File: src/rtl/wash_pkg.sv
`default_nettype none
// ============================================================================
// Module      : wash_pkg
// Description : Shared definitions for the washing-machine sequencer:
//               3-bit phase encoding and default phase durations (seconds).
// Revision    : 1.0 - initial release
// ============================================================================
package wash_pkg;

  localparam int unsigned c_PHASE_W = 3;

  // Default phase durations in seconds
  localparam int unsigned c_FILL_SEC_DEF  = 120;
  localparam int unsigned c_WASH_SEC_DEF  = 300;
  localparam int unsigned c_RINSE_SEC_DEF = 120;
  localparam int unsigned c_SPIN_SEC_DEF  = 60;

  // Encoding is visible on the phase output, so values are fixed
  typedef enum logic [c_PHASE_W-1:0] {
    PH_IDLE  = 3'd0,
    PH_FILL  = 3'd1,
    PH_WASH  = 3'd2,
    PH_RINSE = 3'd3,
    PH_SPIN  = 3'd4
  } phase_e;

endpackage
`default_nettype wire

File: src/rtl/wash_cycle_controller_phase_timer.sv
`default_nettype none
// ============================================================================
// Module      : phase_timer
// Description : Phase duration timer. On load it captures
//               target = dur_sec * CYC_PER_SEC_MHZ * f (f=0 treated as 1),
//               computed at 2*CNT_W bits and saturated to CNT_W bits, and
//               clears the counter. Counts while en=1; tc flags the last
//               cycle of the phase (a target of 0 behaves as 1).
// Ports       : clk, rst_n     - clock, async active-low reset
//               load           - capture new target, clear counter
//               dur_sec        - phase duration in seconds
//               freq_mhz       - clock frequency code in MHz
//               en             - count enable
//               clear          - clear counter (target kept)
//               tc             - terminal count (counter == target-1)
// Revision    : 1.0 - initial release
// ============================================================================
module phase_timer #(
  parameter int unsigned CNT_W           = 32,
  parameter int unsigned CYC_PER_SEC_MHZ = 1000000
) (
  input  logic             clk,
  input  logic             rst_n,
  input  logic             load,
  input  logic [CNT_W-1:0] dur_sec,
  input  logic [3:0]       freq_mhz,
  input  logic             en,
  input  logic             clear,
  output logic             tc
);

  localparam int unsigned c_PROD_W = 2 * CNT_W;
  localparam logic [c_PROD_W-1:0] c_CYC = c_PROD_W'(CYC_PER_SEC_MHZ);

  logic [3:0]          w_freq;
  logic [c_PROD_W-1:0] w_prod;
  logic [CNT_W-1:0]    w_target_sat;
  logic [CNT_W-1:0]    w_last;
  logic [CNT_W-1:0]    r_target;
  logic [CNT_W-1:0]    r_count;

  always_comb begin
    w_freq       = (freq_mhz == 4'd0) ? 4'd1 : freq_mhz;
    w_prod       = c_PROD_W'(dur_sec) * c_CYC * c_PROD_W'(w_freq);
    w_target_sat = (|w_prod[c_PROD_W-1:CNT_W]) ? {CNT_W{1'b1}} : w_prod[CNT_W-1:0];
    // Zero target would never match target-1; treat it as a 1-cycle phase
    w_last       = (r_target == '0) ? '0 : r_target - CNT_W'(1);
  end

  assign tc = (r_count == w_last);

  always_ff @(posedge clk or negedge rst_n) begin
    if (!rst_n) begin
      r_target <= '0;
      r_count  <= '0;
    end else if (load) begin
      r_target <= w_target_sat;
      r_count  <= '0;
    end else if (clear) begin
      r_count  <= '0;
    end else if (en) begin
      r_count  <= r_count + CNT_W'(1);
    end
  end

endmodule
`default_nettype wire

File: src/rtl/wash_cycle_controller.sv
`default_nettype none
// ============================================================================
// Module      : wash_cycle_controller
// Description : Coin-started washing sequencer: FILL -> WASH -> RINSE
//               [-> WASH -> RINSE when double wash] -> SPIN -> IDLE.
//               Each phase lasts duration_sec * CYC_PER_SEC_MHZ * f cycles,
//               with the target sampled at phase entry.
// Ports       : clk, rst_n          - clock, async active-low reset
//               clock_frequency_dec - clock frequency in MHz (0 -> 1)
//               coin_in             - start request (IDLE only)
//               double_wash         - second wash+rinse, latched with coin
//               timer_pause         - freeze, honoured in SPIN only
//               phase               - current phase (registered)
//               wash_done           - cycle completed level (registered)
//               door_closed/door_lock - present only with WASH_DOOR_LOCK_EN
// Config      : `define WASH_DOOR_LOCK_EN adds the door interlock.
// Revision    : 1.0 - initial release
// ============================================================================
module wash_cycle_controller
  import wash_pkg::*;
#(
  parameter int unsigned FILL_SEC        = c_FILL_SEC_DEF,
  parameter int unsigned WASH_SEC        = c_WASH_SEC_DEF,
  parameter int unsigned RINSE_SEC       = c_RINSE_SEC_DEF,
  parameter int unsigned SPIN_SEC        = c_SPIN_SEC_DEF,
  parameter int unsigned CYC_PER_SEC_MHZ = 1000000,
  parameter int unsigned CNT_W           = 32
) (
  input  logic       clk,
  input  logic       rst_n,
  input  logic [3:0] clock_frequency_dec,
  input  logic       coin_in,
  input  logic       double_wash,
  input  logic       timer_pause,
  output logic [2:0] phase,
  output logic       wash_done
`ifdef WASH_DOOR_LOCK_EN
  ,
  input  logic       door_closed,
  output logic       door_lock
`endif
);

  phase_e           r_phase;
  logic             r_dbl;
  logic             r_second;
  logic             r_done;

  logic             w_door_ok;
  logic             w_run;
  logic             w_coin;
  logic             w_tc;
  logic             w_advance;
  phase_e           w_next;
  logic             w_load;
  logic             w_clear;
  logic [CNT_W-1:0] w_load_sec;

`ifdef WASH_DOOR_LOCK_EN
  logic r_door_lock;
  assign w_door_ok = door_closed;
  assign door_lock = r_door_lock;
`else
  assign w_door_ok = 1'b1;
`endif

  always_comb begin
    w_run   = (r_phase != PH_IDLE) && w_door_ok &&
              !((r_phase == PH_SPIN) && timer_pause);
    w_coin  = (r_phase == PH_IDLE) && coin_in && w_door_ok;
    w_advance = w_run && w_tc;

    case (r_phase)
      PH_FILL:  w_next = PH_WASH;
      PH_WASH:  w_next = PH_RINSE;
      PH_RINSE: w_next = (r_dbl && !r_second) ? PH_WASH : PH_SPIN;
      PH_SPIN:  w_next = PH_IDLE;
      default:  w_next = PH_IDLE;
    endcase

    // Duration of the phase about to be entered
    if (w_coin) begin
      w_load_sec = CNT_W'(FILL_SEC);
    end else begin
      case (w_next)
        PH_WASH:  w_load_sec = CNT_W'(WASH_SEC);
        PH_RINSE: w_load_sec = CNT_W'(RINSE_SEC);
        PH_SPIN:  w_load_sec = CNT_W'(SPIN_SEC);
        default:  w_load_sec = CNT_W'(FILL_SEC);
      endcase
    end

    w_load  = w_coin || (w_advance && (w_next != PH_IDLE));
    w_clear = w_advance && (w_next == PH_IDLE);
  end

  phase_timer #(
    .CNT_W           (CNT_W),
    .CYC_PER_SEC_MHZ (CYC_PER_SEC_MHZ)
  ) u_phase_timer (
    .clk      (clk),
    .rst_n    (rst_n),
    .load     (w_load),
    .dur_sec  (w_load_sec),
    .freq_mhz (clock_frequency_dec),
    .en       (w_run),
    .clear    (w_clear),
    .tc       (w_tc)
  );

  always_ff @(posedge clk or negedge rst_n) begin
    if (!rst_n) begin
      r_phase  <= PH_IDLE;
      r_dbl    <= 1'b0;
      r_second <= 1'b0;
      r_done   <= 1'b0;
    end else if (w_coin) begin
      r_phase  <= PH_FILL;
      r_dbl    <= double_wash;
      // A new cycle must be allowed its own second pass
      r_second <= 1'b0;
      r_done   <= 1'b0;
    end else if (w_advance) begin
      r_phase <= w_next;
      if ((r_phase == PH_RINSE) && (w_next == PH_WASH)) begin
        r_second <= 1'b1;
      end
      if (w_next == PH_IDLE) begin
        r_done <= 1'b1;
      end
    end
  end

`ifdef WASH_DOOR_LOCK_EN
  always_ff @(posedge clk or negedge rst_n) begin
    if (!rst_n) begin
      r_door_lock <= 1'b0;
    end else if (w_coin) begin
      r_door_lock <= 1'b1;
    end else if (w_advance && (w_next == PH_IDLE)) begin
      r_door_lock <= 1'b0;
    end
  end
`endif

  assign phase     = r_phase;
  assign wash_done = r_done;

endmodule
`default_nettype wire

File: config.mk
export PLATFORM = sky130hd
export DESIGN_NAME = wash_cycle_controller
export DESIGN_NICKNAME = d
export VERILOG_FILES = /design/src/rtl/wash_pkg.sv /design/src/rtl/wash_cycle_controller_phase_timer.sv /design/src/rtl/wash_cycle_controller.sv
export SDC_FILE = /design/constraint.sdc
export NUM_CORES = 1
export LEC_CHECK = 0
export ABC_AREA = 1
export CORE_AREA = 2 2 101 152
export CTS_CLUSTER_DIAMETER = 30
export DETAILED_ROUTE_END_ITERATION = 7
export DIE_AREA = 0 0 103 154
export PLACE_DENSITY = 0.71
export SLEW_MARGIN = 30
export SYNTH_ARGS = -nofsm -noshare
export SYNTH_HDL_FRONTEND = slang
export SYNTH_SLANG_ARGS = --single-unit
File: constraint.sdc
create_clock -name clk -period 16.75 [get_ports clk]
set_input_delay 3.35 -clock clk [delete_from_list [all_inputs] [get_ports clk]]
set_output_delay 3.35 -clock clk [all_outputs]
set_load 0.02 [all_outputs]
==> results of run 1 <==
[final cells by class]
cell class              instances  area (µm²)  area share (%)
clock buffers                  12         256            3.06
well taps                     196         245            2.93
clock inverters                 4        20.0           0.239
flip-flops and latches         63        1580            18.8
multi-input cells             908        5430            64.8
repair buffers                 14         130            1.55
inverters                     192         721            8.60
[through the flow]
stage	cells	util, %	setup WS [ns]	instance area (µm²)
floorplan	1187	-	9.64	7880
global placement	1373	56.1	8.56	8110
detailed placement	1373	56.1	8.41	8110
CTS	1389	58.0	8.51	8380
global route	1389	58.0	7.75	8380
finish	1389	58.0	8.44	8380
[sequential cells by signal, indices dropped and copies added (netlist names)]
name / flops
u_phase_timer.r_count: 32
u_phase_timer.r_target: 25
phase: 3
r_dbl: 1
r_second: 1
wash_done: 1
[final timing paths]
path	startpoint	endpoint	slack [ns]	cells past startpoint
min reg2reg	u_phase_timer.r_target[31]$_DFFE_PN0N_	u_phase_timer.r_target[31]$_DFFE_PN0N_	0.52	2
min in group asynchronous	rst_n	u_phase_timer.r_count[15]$_DFFE_PN0P_	3.16	2
min	u_phase_timer.r_target[31]$_DFFE_PN0N_	u_phase_timer.r_target[31]$_DFFE_PN0N_	0.52	2
max reg2reg	phase[0]$_DFFE_PN0P_	u_phase_timer.r_target[15]$_DFFE_PN0N_	8.44	38
max	phase[0]$_DFFE_PN0P_	u_phase_timer.r_target[15]$_DFFE_PN0N_	8.44	38
max in group asynchronous	rst_n	u_phase_timer.r_target[13]$_DFFE_PN0N_	13.00	2
[synth_stat cells, types with 2 or more instances]
library cell / number
sky130_fd_sc_hd__o21ai_1: 23
sky130_fd_sc_hd__nor3_1: 16
sky130_fd_sc_hd__ha_1: 53
sky130_fd_sc_hd__xor2_1: 40
sky130_fd_sc_hd__conb_1: 2
sky130_fd_sc_hd__nor4_1: 6
sky130_fd_sc_hd__nand2_4: 2
sky130_fd_sc_hd__fa_1: 42
sky130_fd_sc_hd__nand2_1: 307
sky130_fd_sc_hd__o221ai_1: 2
sky130_fd_sc_hd__or2_2: 5
sky130_fd_sc_hd__nand3_2: 2
sky130_fd_sc_hd__o21ai_0: 35
sky130_fd_sc_hd__nand3b_1: 3
sky130_fd_sc_hd__a21oi_1: 36
sky130_fd_sc_hd__o21bai_1: 5
sky130_fd_sc_hd__buf_6: 7
sky130_fd_sc_hd__xnor2_1: 16
sky130_fd_sc_hd__nand4_1: 32
sky130_fd_sc_hd__buf_4: 2
sky130_fd_sc_hd__nand3_4: 2
sky130_fd_sc_hd__a21boi_0: 3
sky130_fd_sc_hd__inv_1: 186
sky130_fd_sc_hd__nor2_1: 158
sky130_fd_sc_hd__nand2_2: 4
sky130_fd_sc_hd__nor2_2: 11
sky130_fd_sc_hd__nand3_1: 79
sky130_fd_sc_hd__clkbuf_1: 13
sky130_fd_sc_hd__o21ai_2: 8
sky130_fd_sc_hd__o21a_1: 2
sky130_fd_sc_hd__dfrtp_1: 63
sky130_fd_sc_hd__a21o_1: 3
sky130_fd_sc_hd__nor2_4: 4
sky130_fd_sc_hd__inv_2: 6
[worst reg2reg max path, delay by kind of cell (launching register included)]
kind	cells	cell delay (ns)
and+or+nand+nor	16	2.43
buffers and inverters	7	1.23
adders and majority gates	5	2.11
AOI/OAI and AO/OA	10	1.95
DFF	1	0.47
[cell usage in the layout, fill, tap and decap left out, drive strengths merged, types with 6 or more instances in the layout]
master         synthesis  layout
inv                  192     192
nand3                 83      83
xnor2                 16      16
ha                    53      53
clkdlybuf4s50          0      11
nor4                   6       6
fa                    42      42
xor2                  40      40
nand4                 32      32
o21ai                 66      66
nand2                313     313
nor2                 173     173
a21oi                 36      36
clkbuf                13      12
nor3                  17      17
dfrtp                 63      63
[cell families after synthesis]
logic type	after synthesis	synth area share, %
xor+xnor	56	6.23
flops	63	20.0
buf+inv	216	11.1
simple gates	632	34.8
fa+ha+maj	95	19.1
other cells	2	0.0954
compound gates	121	8.71
[layer usage]
metal  part of all wire (%)  routed length, µm  global-route usage [%]
met5                      0                  0                       0
met2                     54              11500                    52.2
met3                    2.5                518                    2.55
met4                    6.3               1320                    16.5
met1                     37               7770                    29.0
[report_power, final]
group	internal, mW	switching [mW]	leakage [nW]	total, mW
combinational	0.0384	0.0692	3.50	0.108
clock	0.107	0.0664	0.142	0.173
sequential	0.152	0	0.725	0.152
total	0.298	0.136	4.36	0.433
==> run summary, run 1 <==
For this design, the sink count on the clock tree is 63. Final net count: 1292. The tree is rooted in a sky130_fd_sc_hd__clkbuf_16.

The cell family contributing the most delay on the critical path is simple AND/OR/NAND/NOR gates. Measured against its own limit, the worst slew margin works out to 41.3%. Setup TNS after final layout: 0 ns. Number of global-route vias before repair: 7344.

The clock network latency to the later pin of the worst-skew pair is 0.34 ns. Data on the critical path arrives at its endpoint at 8.52 ns. The endpoint type of the worst setup path is a flop. For this design the top-level I/O count stands at 13. Synthesized flop and latch total: 63. The run finished with clean final reports. Dividing the detail-routed via count by the number of cells gives 5.29. The top cell type by area accounts for 20.0% of the synthesized area. Gates resized during post-CTS repair numbered 0.

Among all flip-flop cells after synthesis, the most frequent one is sky130_fd_sc_hd__dfrtp_1. The tools report the number of distinct library cells after synthesis as 41. The tools report the total number of vias as 7345. The kind of critical path was flop to flop.

Wire length of the first global-routing pass: 34.6 mm. For the cell area after technology mapping, the log shows 0.00788 mm². The global placer's final weighted congestion is 0.941.

Number of nets still failing antenna checks after routing: 0. Across every metal layer, demand over resource in global routing totals 27.9%. The tools report the worst-case clock skew as 0.00914 ns. The mean cell area of the mapped netlist was 6.65 µm²; the synthesis-to-layout area growth was 6.45%. The transition time of the tightest slew-check pin works out to 0.877 ns.

Setup repair after global routing left no endpoint under its margin. Post-synthesis cell type with the largest combined area: sky130_fd_sc_hd__dfrtp_1. The count of input and output buffers is 12.

The run gives 0 as the count of pins over their slew limit. The tools report the maximum root-to-sink buffer count as 2. The cell area power density works out to 51.7 mW/mm². The post-CTS setup buffer count is 0.

Number of antenna violations at the first check in global routing: 0. Of the cells placed in the final design, the portion with a size suffix greater than 1 is 5.28%. TritonCTS built the clock tree. The region available for standard cell placement spans 0.0145 mm². The number of fill cells in the layout is 1494, and the sum of net half-perimeters after detailed placement is 17.3 mm. The H-tree was split into 3 levels. The number of clock buffers added by TritonCTS is 9.

Counting every instance in the synthesized netlist gives 1185. Sequential cells were found to cover 20.0% of the synthesized design area. The number of buffers and inverters on the critical path is 7.

The post-route fraction of the period consumed by the critical path is 49.6%, and the shortest period the worst path allows is 8.31 ns. The first TritonRoute pass finished after 5 iterations. Effective utilization at floorplan: 54.5%. STA puts the critical path data required time at 16.96 ns. After synthesis, the cell types taking the most area are sky130_fd_sc_hd__dfrtp_1 (20%), sky130_fd_sc_hd__nand2_1 (15%), sky130_fd_sc_hd__fa_1 (11%). The run gives 0.0000451 V as the worst supply voltage drop on vdd. Measured along the y axis, the die boundary spans 154 µm. The final antenna diode count came out at 0. The logs give 0 for the remaining global-route overflow and 54 for the number of core rows. The count of synthesis-stage warnings from yosys is 0, and the area of the die is 0.0159 mm². In the final routed layout, each cell accounts on average for 15.2 µm.

Entering global routing, the biggest net connects 64 pins. In the synthesized netlist the async set-or-reset flop fraction comes to 100%. Slowest stage cell on the critical path: sky130_fd_sc_hd__fa_1.

Power comes to 0.433 mW. Clock-pin slew was measured on the worst setup and hold paths at 0.05 ns. Setup violations remaining at the end of the flow were counted as 0.

Of all nets on the critical path, the largest fanout is 16. The run gives 21.1 mm as the final routed wirelength across all metal layers. Timing would allow up to 120 MHz.

On the worst path, the slowest cell contributes a delay of 0.55 ns. The initial detailed-routing violation count came out at 379. Worst hold margin: 0.517 ns.

The type of the most critical hold path is flop to flop. The DRC violations left was 0; the total leakage power was 4.36 nW. Across the run, the number of max-cap violations was 0. The number of enable-type register cells in the synthesized netlist works out to 0.

Among the stages of the critical path, the cell type that occurs most often is sky130_fd_sc_hd__nand2_1. The tools report the kind of start point of the critical path as a flop. The cts-stage hold buffer count is 0, and the hold violation count in the final report is 0.

Horizontal extent of the die: 103 µm.
Note: power is estimated with default switching activity, not from simulation.
==> run 2: changes to the inputs <==
PLACE_DENSITY = 0.73   (was 0.71)
clock period = 6.7 ns   (was 16.75 ns; I/O delays follow)
==> run 2 against run 1 <==
Register-to-register slack got worse by 8.1 ns; worst setup slack got worse by 8.1 ns; die area did not move; sequential power rose to 2.5 times the previous value; non-clock buffer count rose by 11; final cell count rose by 0.86%; maximum frequency rose by 31%; core utilization rose by 1.4 points; sequential share of layout area fell by 0.44 points; clock skew fell by 0.00071 ns; routed wire length fell by 1.9%.
==> run summary, run 2 (synthesis results as in run 1) <==
Post-route fraction of the period consumed by the critical path: 94.8%. The wire length of the first global-routing pass was 34.2 mm. The upper clock frequency limit is 157 MHz. After legalization and detailed placement, the total HPWL measured 16.9 mm. The detailed router used layers up to and including met4. Data arrives at the worst endpoint at 6.61 ns. The cts-stage hold buffer count was 0.

In this run the standard cell core region covers 0.0145 mm². For this design the static power due to leakage is 4.45 nW. The number of antenna violations at the first check in global routing was 0. By instance count, the cell type seen most on the critical path is sky130_fd_sc_hd__inv_1. The register with the most flip-flops in the layout has 32 of them.

The number of nets still failing antenna checks after routing came out at 0. The H-tree depth reported by CTS is 3, and the critical path required time is 6.96 ns. Entering global routing, the biggest net connects 64 pins. The routed length per instance came out at 14.8 µm.

The most common cell after layout, fill and taps aside was sky130_fd_sc_hd__nand2_1. In this run, the number of DRC markers left after iteration 0 of detailed routing was 404. For this run the aggregate overflow at the end of global routing stands at 0. The worst-case clock skew is 0.00844 ns, and the delay of the slowest cell on the worst path is 0.54 ns.

The final antenna diode count is 0. The shortest period the worst path allows came out at 6.35 ns. Buffers placed on the I/O ports in this run total 12. The tools report the endpoint type of the worst setup path as a flop. In the global route stage, overall resource usage came out at 27.6%. In this run the worst path has a maximum fanout of 8. The hold violation count in the final report is 0, and the met2 wirelength from detailed routing is 11.2 mm. Wire segments on met3 add up to 409 µm in the final route. Setup violations remaining at the end of the flow were counted as 0. Cells with a size suffix above 1 make up 7.80% of the layout.

The die is 154 µm tall. The later pin in the worst-skew pair is clocked with a latency of 0.34 ns. The tools report the placement-stage cell area as 0.00815 mm². The clock root buffer was sky130_fd_sc_hd__clkbuf_16. Row generation in the floorplan step produced 54 rows. Including well taps, the total number of placed cells is 1379.

Worst slew margin relative to its limit: 43.0%. The number of sinks driven by the clock tree was 63; the number of buffers created by CTS was 9. Routability-driven placement finished with a final weighted congestion of 0.998.

The slowest stage cell on the critical path is sky130_fd_sc_hd__fa_1. The flow ran to the end, and the final reports show no timing, DRC or antenna violations. The worst setup path is launched from a flop.

The area of the die was 0.0159 mm²; the ratio of routed vias to standard cells was 5.31. The final net count was 1304; the worst hold margin was 0.503 ns. The detailed router placed 7435 vias in this run. After routing, the total negative slack on setup checks comes to 0 ns. In the layout the commonest cells are sky130_fd_sc_hd__nand2_1 (304), sky130_fd_sc_hd__inv_1 (183), sky130_fd_sc_hd__nor2_1 (157). For this block, wires on met1 add up to 7.77 mm. The total power of the final layout came out at 1.13 mW.

For this run, design rule violations remaining after detail routing come to 0. TritonCTS built the clock tree. For this design the ratio of total power to cell area is 132 mW/mm².

Summed over all layers, the routed wires come to 20.7 mm. After clock tree synthesis, the clock-pin slew on the worst setup and hold paths is 0.05 ns. Max-cap violations in this run came to 0. After routing the design area is 0.00859 mm². The worst-case IR drop observed on VDD is 0.000113 V. The transition time of the tightest slew-check pin was 0.852 ns.

The horizontal extent of the die is 103 µm, and the number of global-route vias before repair is 7238. 13 I/O pins were placed. The count of pins over their slew limit is 0. More flip-flops sit in one register than any other, and that register is u_phase_timer.r_count. The kind of critical path was flop to flop. The run gives 2 as the maximum root-to-sink buffer count. After the flow finishes, the layout carries non-filler instances totaling 1401.

The area growth from synthesis to layout is 9.10%. For this configuration, the core starts out at a cell density of 54.5%. The number of optimization iterations in the first detailed-route pass was 7. The worst hold path belongs to the class flop to flop.
run 2: power breakdown:
group	switching, mW	total, mW	internal, mW
Sequential	0	0.381	0.381
Clock	0.167	0.483	0.317
Combinational	0.170	0.267	0.0975
run 2: final cells by class:
class | count | area (µm²)
fill | 1471 | 5870
multi-input combinational | 908 | 5510
sequential | 63 | 1580
inverter | 192 | 724
clock buffer | 13 | 270
tap | 196 | 245
timing repair buffer | 25 | 216
clock inverter | 3 | 40.0
timing repair inverter | 1 | 7.51
run 2: final timing paths:
path,start,end,slack [ns],cells past startpoint
worst max-delay path,phase[1]$_DFFE_PN0P_,u_phase_timer.r_target[7]$_DFFE_PN0N_,0.35,32
worst min-delay path,r_second$_DFFE_PN0P_,r_second$_DFFE_PN0P_,0.50,2
worst max register to register,phase[1]$_DFFE_PN0P_,u_phase_timer.r_target[7]$_DFFE_PN0N_,0.35,32
worst min register to register,r_second$_DFFE_PN0P_,r_second$_DFFE_PN0P_,0.50,2
max in group asynchronous,rst_n,phase[0]$_DFFE_PN0P_,4.94,2
min in group asynchronous,rst_n,u_phase_timer.r_count[16]$_DFFE_PN0P_,1.16,2
run 2: metal layers:
layer / GRT usage (%) / up-vias
met2: 51.2 / 139
met1: 29.2 / 3462
li1: - / 3766
met4: 15.3 / 0
met3: 3.27 / 68
met5: 0 / -
run 2: metrics by stage:
| stage | util, % | setup slack [ns] |
|---|---|---|
| 5_1_grt | 59.4 | -0.0319 |
| 3_3_place_gp | 56.4 | 0.149 |
| 2_1_floorplan | - | 0.00942 |
| 3_5_place_dp | 56.4 | 0.0335 |
| 4_1_cts | 58.5 | 0.0855 |
| 6_report | 59.4 | 0.350 |
run 2: worst max-delay path: cells and delay by family, from the launching register on:
kind	cells	cell delay, ns
AO/OA/AOI/OAI	4	0.51
flip-flops	1	0.41
adder cells (fa/ha/maj)	6	2.71
buffers and inverters	9	0.94
XOR/XNOR	1	0.29
AND/OR/NAND/NOR	12	1.39
run 2: repair_timing:
| action | 4_1_cts | 5_1_grt |
|---|---|---|
| gates cloned | 0 | 1 |
| pin swaps | 0 | 3 |
| hold endpoints to repair | 0 | 0 |
| setup buffers | 0 | 5 |
| setup endpoints to repair | 1 | 25 |
| resized for setup | 1 | 27 |
